===== config.mk =====
export PLATFORM = sky130hd
export DESIGN_NAME = itl_frame_ctrl
export DESIGN_NICKNAME = d
export VERILOG_FILES = /design/src/rtl/itl_pkg.sv /design/src/rtl/itl_len_lut.sv /design/src/rtl/itl_frame_ctrl.sv
export SDC_FILE = /design/constraint.sdc
export NUM_CORES = 1
export LEC_CHECK = 0
export BUFFER_PORTS_ARGS = -buffer_cell sky130_fd_sc_hd__buf_2
export CELL_PAD_IN_SITES_DETAIL_PLACEMENT = 1
export CELL_PAD_IN_SITES_GLOBAL_PLACEMENT = 2
export CORE_ASPECT_RATIO = 0.75
export CORE_UTILIZATION = 32
export DETAILED_ROUTE_END_ITERATION = 10
export GPL_ROUTABILITY_DRIVEN = 0
export HOLD_SLACK_MARGIN = 0.05
export PLACE_DENSITY_LB_ADDON = 0.25
export SYNTH_ARGS = -nofsm -noshare
export SYNTH_HDL_FRONTEND = slang
export SYNTH_HIERARCHICAL = 1
export SYNTH_SLANG_ARGS = --single-unit

===== constraint.sdc =====
create_clock -name clk -period 2.6 [get_ports clk]
set_clock_uncertainty 0.05 [all_clocks]
set_input_delay 0.52 -clock clk [delete_from_list [all_inputs] [get_ports clk]]
set_output_delay 0.52 -clock clk [all_outputs]
set_load 0.01 [all_outputs]

===== src/rtl/itl_pkg.sv =====
// Shared definitions for the interleaver frame controller: FSM state codes,
// supported link identifiers and the link_id -> frame length lookup.
package itl_pkg;

  // FSM state type and codes
  typedef logic [1:0] state_t;
  localparam state_t ST_IDLE  = 2'd0;
  localparam state_t ST_FILL  = 2'd1;
  localparam state_t ST_FULL  = 2'd2;
  localparam state_t ST_DRAIN = 2'd3;

  // Supported link identifiers
  localparam logic [5:0] LINK_320  = 6'h20;
  localparam logic [5:0] LINK_640  = 6'h21;
  localparam logic [5:0] LINK_1280 = 6'h22;

  // Frame length plus a flag saying whether the link_id is supported
  typedef struct packed {
    logic [15:0] len;
    logic        valid;
  } len_info_t;

  // Map a link identifier to its frame length; unknown ids give valid=0
  function automatic len_info_t frame_len(input logic [5:0] id);
    len_info_t r;
    r.len   = 16'd0;
    r.valid = 1'b0;
    case (id)
      LINK_320:  begin r.len = 16'd320;  r.valid = 1'b1; end
      LINK_640:  begin r.len = 16'd640;  r.valid = 1'b1; end
      LINK_1280: begin r.len = 16'd1280; r.valid = 1'b1; end
      default:   ;
    endcase
    return r;
  endfunction

endpackage


===== src/rtl/itl_len_lut.sv =====
// Combinational link_id -> {frame length, valid} lookup.
module itl_len_lut
  import itl_pkg::*;
#(
  parameter int ADDR_W = 12
) (
  input  logic [5:0]        link_id,
  output logic [ADDR_W-1:0] len,
  output logic              len_valid
);

  len_info_t info;

  // Decode the link identifier through the shared table function
  always_comb begin
    info      = frame_len(link_id);
    len       = ADDR_W'(info.len);
    len_valid = info.valid;
  end

endmodule


===== src/rtl/itl_frame_ctrl.sv =====
// Interleaver frame controller: fills one frame of N bits into memory with
// linear write addresses, then hands out linear read indices on request.
//
// Handshake: din_vld and request are single-cycle qualifiers sampled on the
// rising edge; there is no back-pressure. A din_vld the controller cannot
// accept (full/draining frame) is dropped and flagged in the sticky err.
// Every output is registered, so wen/ren/frame_full appear the cycle after
// the qualifying input, and dout_vld follows ren by one further cycle.
module itl_frame_ctrl
  import itl_pkg::*;
#(
  parameter int ADDR_W = 12
) (
  input  logic              clk,
  input  logic              rst,
  input  logic [5:0]        link_id,
  input  logic              din_vld,
  input  logic              request,
  output logic              wen,
  output logic [ADDR_W-1:0] waddr,
  output logic              ren,
  output logic [ADDR_W-1:0] ridx,
  output logic              dout_vld,
  output logic              frame_full,
  output logic              busy,
  output logic              err
);

  logic [ADDR_W-1:0] lut_len;
  logic              lut_valid;

  itl_len_lut #(.ADDR_W(ADDR_W)) u_len_lut (
    .link_id   (link_id),
    .len       (lut_len),
    .len_valid (lut_valid)
  );

  state_t            state_q, state_d;
  logic [ADDR_W-1:0] wcnt_q, wcnt_d;
  logic [ADDR_W-1:0] rcnt_q, rcnt_d;
  logic [ADDR_W-1:0] last_q, last_d;   // N-1 of the latched link
  logic              wen_q, wen_d;
  logic [ADDR_W-1:0] waddr_q, waddr_d;
  logic              ren_q, ren_d;
  logic [ADDR_W-1:0] ridx_q, ridx_d;
  logic              dout_vld_q, dout_vld_d;
  logic              frame_full_q, frame_full_d;
  logic              busy_q, busy_d;
  logic              err_q, err_d;

  // Next-state, counter and output computation
  always_comb begin
    state_d      = state_q;
    wcnt_d       = wcnt_q;
    rcnt_d       = rcnt_q;
    last_d       = last_q;
    wen_d        = 1'b0;
    waddr_d      = waddr_q;
    ren_d        = 1'b0;
    ridx_d       = ridx_q;
    dout_vld_d   = ren_q;
    frame_full_d = frame_full_q;
    err_d        = err_q;
    case (state_q)
      ST_IDLE: begin
        if (din_vld) begin
          if (lut_valid) begin
            last_d  = lut_len - ADDR_W'(1);
            wen_d   = 1'b1;
            waddr_d = '0;
            wcnt_d  = ADDR_W'(1);
            rcnt_d  = '0;
            state_d = ST_FILL;
          end else begin
            err_d = 1'b1;
          end
        end
      end
      ST_FILL: begin
        if (din_vld) begin
          wen_d   = 1'b1;
          waddr_d = wcnt_q;
          if (wcnt_q == last_q) begin
            state_d      = ST_FULL;
            frame_full_d = 1'b1;
          end else begin
            wcnt_d = wcnt_q + ADDR_W'(1);
          end
        end
      end
      default: begin // ST_FULL, ST_DRAIN
        if (din_vld) err_d = 1'b1;
        if (request) begin
          ren_d   = 1'b1;
          ridx_d  = rcnt_q;
          state_d = ST_DRAIN;
          if (rcnt_q == last_q) begin
            state_d      = ST_IDLE;
            frame_full_d = 1'b0;
          end else begin
            rcnt_d = rcnt_q + ADDR_W'(1);
          end
        end
      end
    endcase
    busy_d = (state_d != ST_IDLE);
  end

  // State and output registers with synchronous reset
  always_ff @(posedge clk) begin
    if (rst) begin
      state_q      <= ST_IDLE;
      wcnt_q       <= '0;
      rcnt_q       <= '0;
      last_q       <= '0;
      wen_q        <= 1'b0;
      waddr_q      <= '0;
      ren_q        <= 1'b0;
      ridx_q       <= '0;
      dout_vld_q   <= 1'b0;
      frame_full_q <= 1'b0;
      busy_q       <= 1'b0;
      err_q        <= 1'b0;
    end else begin
      state_q      <= state_d;
      wcnt_q       <= wcnt_d;
      rcnt_q       <= rcnt_d;
      last_q       <= last_d;
      wen_q        <= wen_d;
      waddr_q      <= waddr_d;
      ren_q        <= ren_d;
      ridx_q       <= ridx_d;
      dout_vld_q   <= dout_vld_d;
      frame_full_q <= frame_full_d;
      busy_q       <= busy_d;
      err_q        <= err_d;
    end
  end

  assign wen        = wen_q;
  assign waddr      = waddr_q;
  assign ren        = ren_q;
  assign ridx       = ridx_q;
  assign dout_vld   = dout_vld_q;
  assign frame_full = frame_full_q;
  assign busy       = busy_q;
  assign err        = err_q;

endmodule


==> flow_summary.json <==
{
  "outcome": "finished clean",
  "placed_area_um2": 3800,
  "crit_path_end_kind": "flip-flop",
  "vias_per_cell": 5.06,
  "routedWlPerCell_um": 16.0,
  "start_kind": "input pin",
  "synth-xor-area-share": 0.0859,
  "max_stage_delay_ps": 530,
  "port_buffers": 39,
  "p_switching_uw": 522,
  "antenna_found_initial": 0,
  "cts_resized": 0,
  "reg2regPathDepth": 6,
  "cts_buffers": 9,
  "synth-edff-count": 0,
  "rsz0062_at_grt": "no",
  "min_from": "ridx[7]$_SDFFE_PP0P_",
  "cp.required_ps": 2820,
  "clkSinkCount": 68,
  "drt-pass1-iter-count": 4,
  "post-route-min-period_ps": 2500,
  "diodes": 0,
  "std_cell_rows": 32,
  "pwr-share-comb": 0.058,
  "grt_pass1_vias": 2972,
  "synthAdderAreaFrac": 0.0112,
  "timing.final.crit_share": 0.961,
  "seq_area_um2": 1360,
  "vias": 2943,
  "fillers": 1250,
  "setup.worst_path.start": "link_id[4]",
  "cts_setup_buffers": 0,
  "synth_cell_types": 54,
  "slew_violations": 0,
  "cts-root-buf": "clkbuf_16",
  "total_power_uw": 2410,
  "cp_num_buf_inv": 2,
  "drt_iter0_drc": 110,
  "holdPathStages": 2,
  "clk_path_buf_depth": 2,
  "multi_input_area_um2": 1800,
  "cts-htree-levels": 3,
  "sw_frac_of_total": 0.217,
  "hp-class": "reg -> reg",
  "synth-compound-area-share": 0.185,
  "p_seq_frac": 0.439,
  "synthFlopType": "dfxtp_1",
  "ys_warn_count": 6,
  "synth-async-reset-ratio": 0,
  "worst_slack_ps": 102,
  "path_depth": 9,
  "coreArea_um2": 10200,
  "final_common_cell": "dfxtp_1",
  "synth_top_family_by_area": "simple AND/OR/NAND/NOR gates",
  "ctsHoldBuffers": 0,
  "yosys.area_share.simple": 0.228,
  "max_cap_violations": 0,
  "drc": 0,
  "power_frac_clock": 0.504,
  "clk_pin_slew_ps": 50,
  "netlist_instances": 392,
  "grt_pass1_wl_mm": 15.8,
  "final_hold_viol_count": 0,
  "syn_avg_cell_area_um2": 8.58,
  "drtAntennaViolNets": 0,
  "cp_slowest_cell": "or4b_4",
  "synthToLayoutAreaGrowth_pct": 21.6,
  "overflow": 0,
  "reg2reg_to": "wcnt_q[6]$_SDFFE_PP0P_",
  "design_area_um2": 4090,
  "place_ws_ps": -237,
  "leakage_uw": 0.00167,
  "critPathTopFamily": "simple AND/OR/NAND/NOR gates",
  "synthMuxAreaShare": 0.0119,
  "setup_tns_ps": 0,
  "clk_latency_ps": 330,
  "grt_max_degree": 28,
  "ir_drop_mv": 0.293,
  "intPower_uw": 1880,
  "arrival_ps": 2720,
  "io_pins": 40,
  "yosysSeqAreaShare": 0.405,
  "hpwl_mm": 6.95,
  "r2r_slack_ps": 290,
  "fp.dieW_um": 120,
  "cts_tree": "yes",
  "setup_viol": 0,
  "fmax_mhz": 400,
  "drt_wl_total_mm": 9.32,
  "fin_nets": 456,
  "crit_type": "in -> reg",
  "synth.cell_area_um2": 3360,
  "layout-drive-gt1-share": 0.211,
  "r2r_start": "wcnt_q[2]$_SDFFE_PP0P_",
  "holdPathEnd": "ridx[7]$_SDFFE_PP0P_",
  "final_cell_mix": "dfxtp_1, nand2_1, buf_2",
  "start_util": 0.328,
  "worst-path-max-fanout": 4,
  "die_area_um2": 10900,
  "grt_util_all_layers": 0.187,
  "power_density_nw_per_um2": 588,
  "path_cells": "buf_2 > or4b_4 > a21oi_2 > nor4bb_4 > buf_4 > o21ai_0 > a41o_1 > or4_1 > nand2_1",
  "relSlewSlack": 0.400,
  "tightest_slew_ps": 893,
  "synth_seq_cells": 68,
  "fp.dieH_um": 90.8
}
## through the flow
stage | utilization | std cells | hold WS [ps]
after floorplan | - | 398 | 407
after global placement | 0.371 | 568 | 382
after detailed placement | 0.371 | 568 | 395
after CTS | 0.399 | 582 | 402
after global routing | 0.399 | 582 | 431
final | 0.399 | 582 | 400
## kinds of logic (layout without fill, tap and decap cells)
family / after synthesis / after routing
other cells: 1 / 7
mux: 4 / 4
fa+ha+maj: 3 / 3
compound gates: 91 / 91
buf+inv: 45 / 93
flops: 68 / 68
simple gates: 147 / 147
xor+xnor: 33 / 33
## power groups by stage
stage                     Sequential [µW]  Combinational (µW)  Clock [µW]
after floorplan                      1080                93.0           0
after global placement               1080                 133           0
after detailed placement             1080                 137           0
after CTS                            1060                 137        1250
after global routing                 1060                 153        1300
final                                1060                 138        1210
## metal layers
layer  up-vias  global-route usage  share of wire
li1       1489                   -              -
met1      1396               0.271           0.53
met2        53               0.273           0.43
met3         5              0.0486          0.035
met4         0              0.0463         0.0086
met5         -                   0              0
## synth_stat cells (2+ instances only)
library cell | instances | share of area
or3_1 | 7 | 0.013
xnor2_1 | 16 | 0.042
nor3b_2 | 2 | 0.0074
nor4_1 | 4 | 0.0074
mux2i_1 | 4 | 0.012
a31oi_1 | 3 | 0.0056
buf_6 | 4 | 0.013
a21o_1 | 3 | 0.0067
xor2_1 | 17 | 0.044
a311o_1 | 2 | 0.0060
a211oi_1 | 10 | 0.022
nor3_1 | 4 | 0.0060
buf_1 | 2 | 0.0022
and3_1 | 3 | 0.0056
o21ai_0 | 7 | 0.010
a21oi_1 | 32 | 0.048
ha_1 | 3 | 0.011
and4_1 | 3 | 0.0078
o41ai_1 | 3 | 0.0078
a41o_1 | 3 | 0.0089
nand3_1 | 11 | 0.016
and2_1 | 3 | 0.0056
clkbuf_1 | 13 | 0.015
nor3b_1 | 2 | 0.0045
nor2_1 | 38 | 0.042
dfxtp_1 | 68 | 0.40
a22oi_1 | 12 | 0.027
buf_2 | 4 | 0.0060
nand4_1 | 7 | 0.013
nand2_1 | 42 | 0.047
nor2b_1 | 2 | 0.0037
inv_1 | 11 | 0.012
or4_1 | 7 | 0.016
buf_4 | 9 | 0.020
o31ai_1 | 9 | 0.020
or2_2 | 2 | 0.0037
a2111o_1 | 3 | 0.010
## sequential cells by signal, summed over array words and instances, names as in the netlist, 2 cells and up
register / flops
rcnt_q: 12
wcnt_q: 12
state_q: 2
last_q: 12
ridx: 12
waddr: 12
## worst max-delay path by stage
stage | slack (ps) | endpoint
final | 100 | rcnt_q[8]$_SDFFE_PP0P_
after global routing | 3 | rcnt_q[8]$_SDFFE_PP0P_
after CTS | 110 | wcnt_q[6]$_SDFFE_PP0P_
after detailed placement | -240 | wcnt_q[6]$_SDFFE_PP0P_
after global placement | -190 | rcnt_q[8]$_SDFFE_PP0P_
after floorplan | 20 | wcnt_q[3]$_SDFFE_PP0P_
## cell type report
type / count / area share
clock buffers: 12 / 0.0627
clock inverters: 2 / 0.00856
inverters: 11 / 0.0101
multi-input cells: 285 / 0.440
flip-flops and latches: 68 / 0.333
well taps: 136 / 0.0416
repair buffers: 68 / 0.104
## tightest hold or removal path, delay by kind of cell, from the launching register on
family	cells	cell delay, ps
compound gates	1	50
simple gates	1	50
flops	1	300
Note: power is estimated with default switching activity, not from simulation.
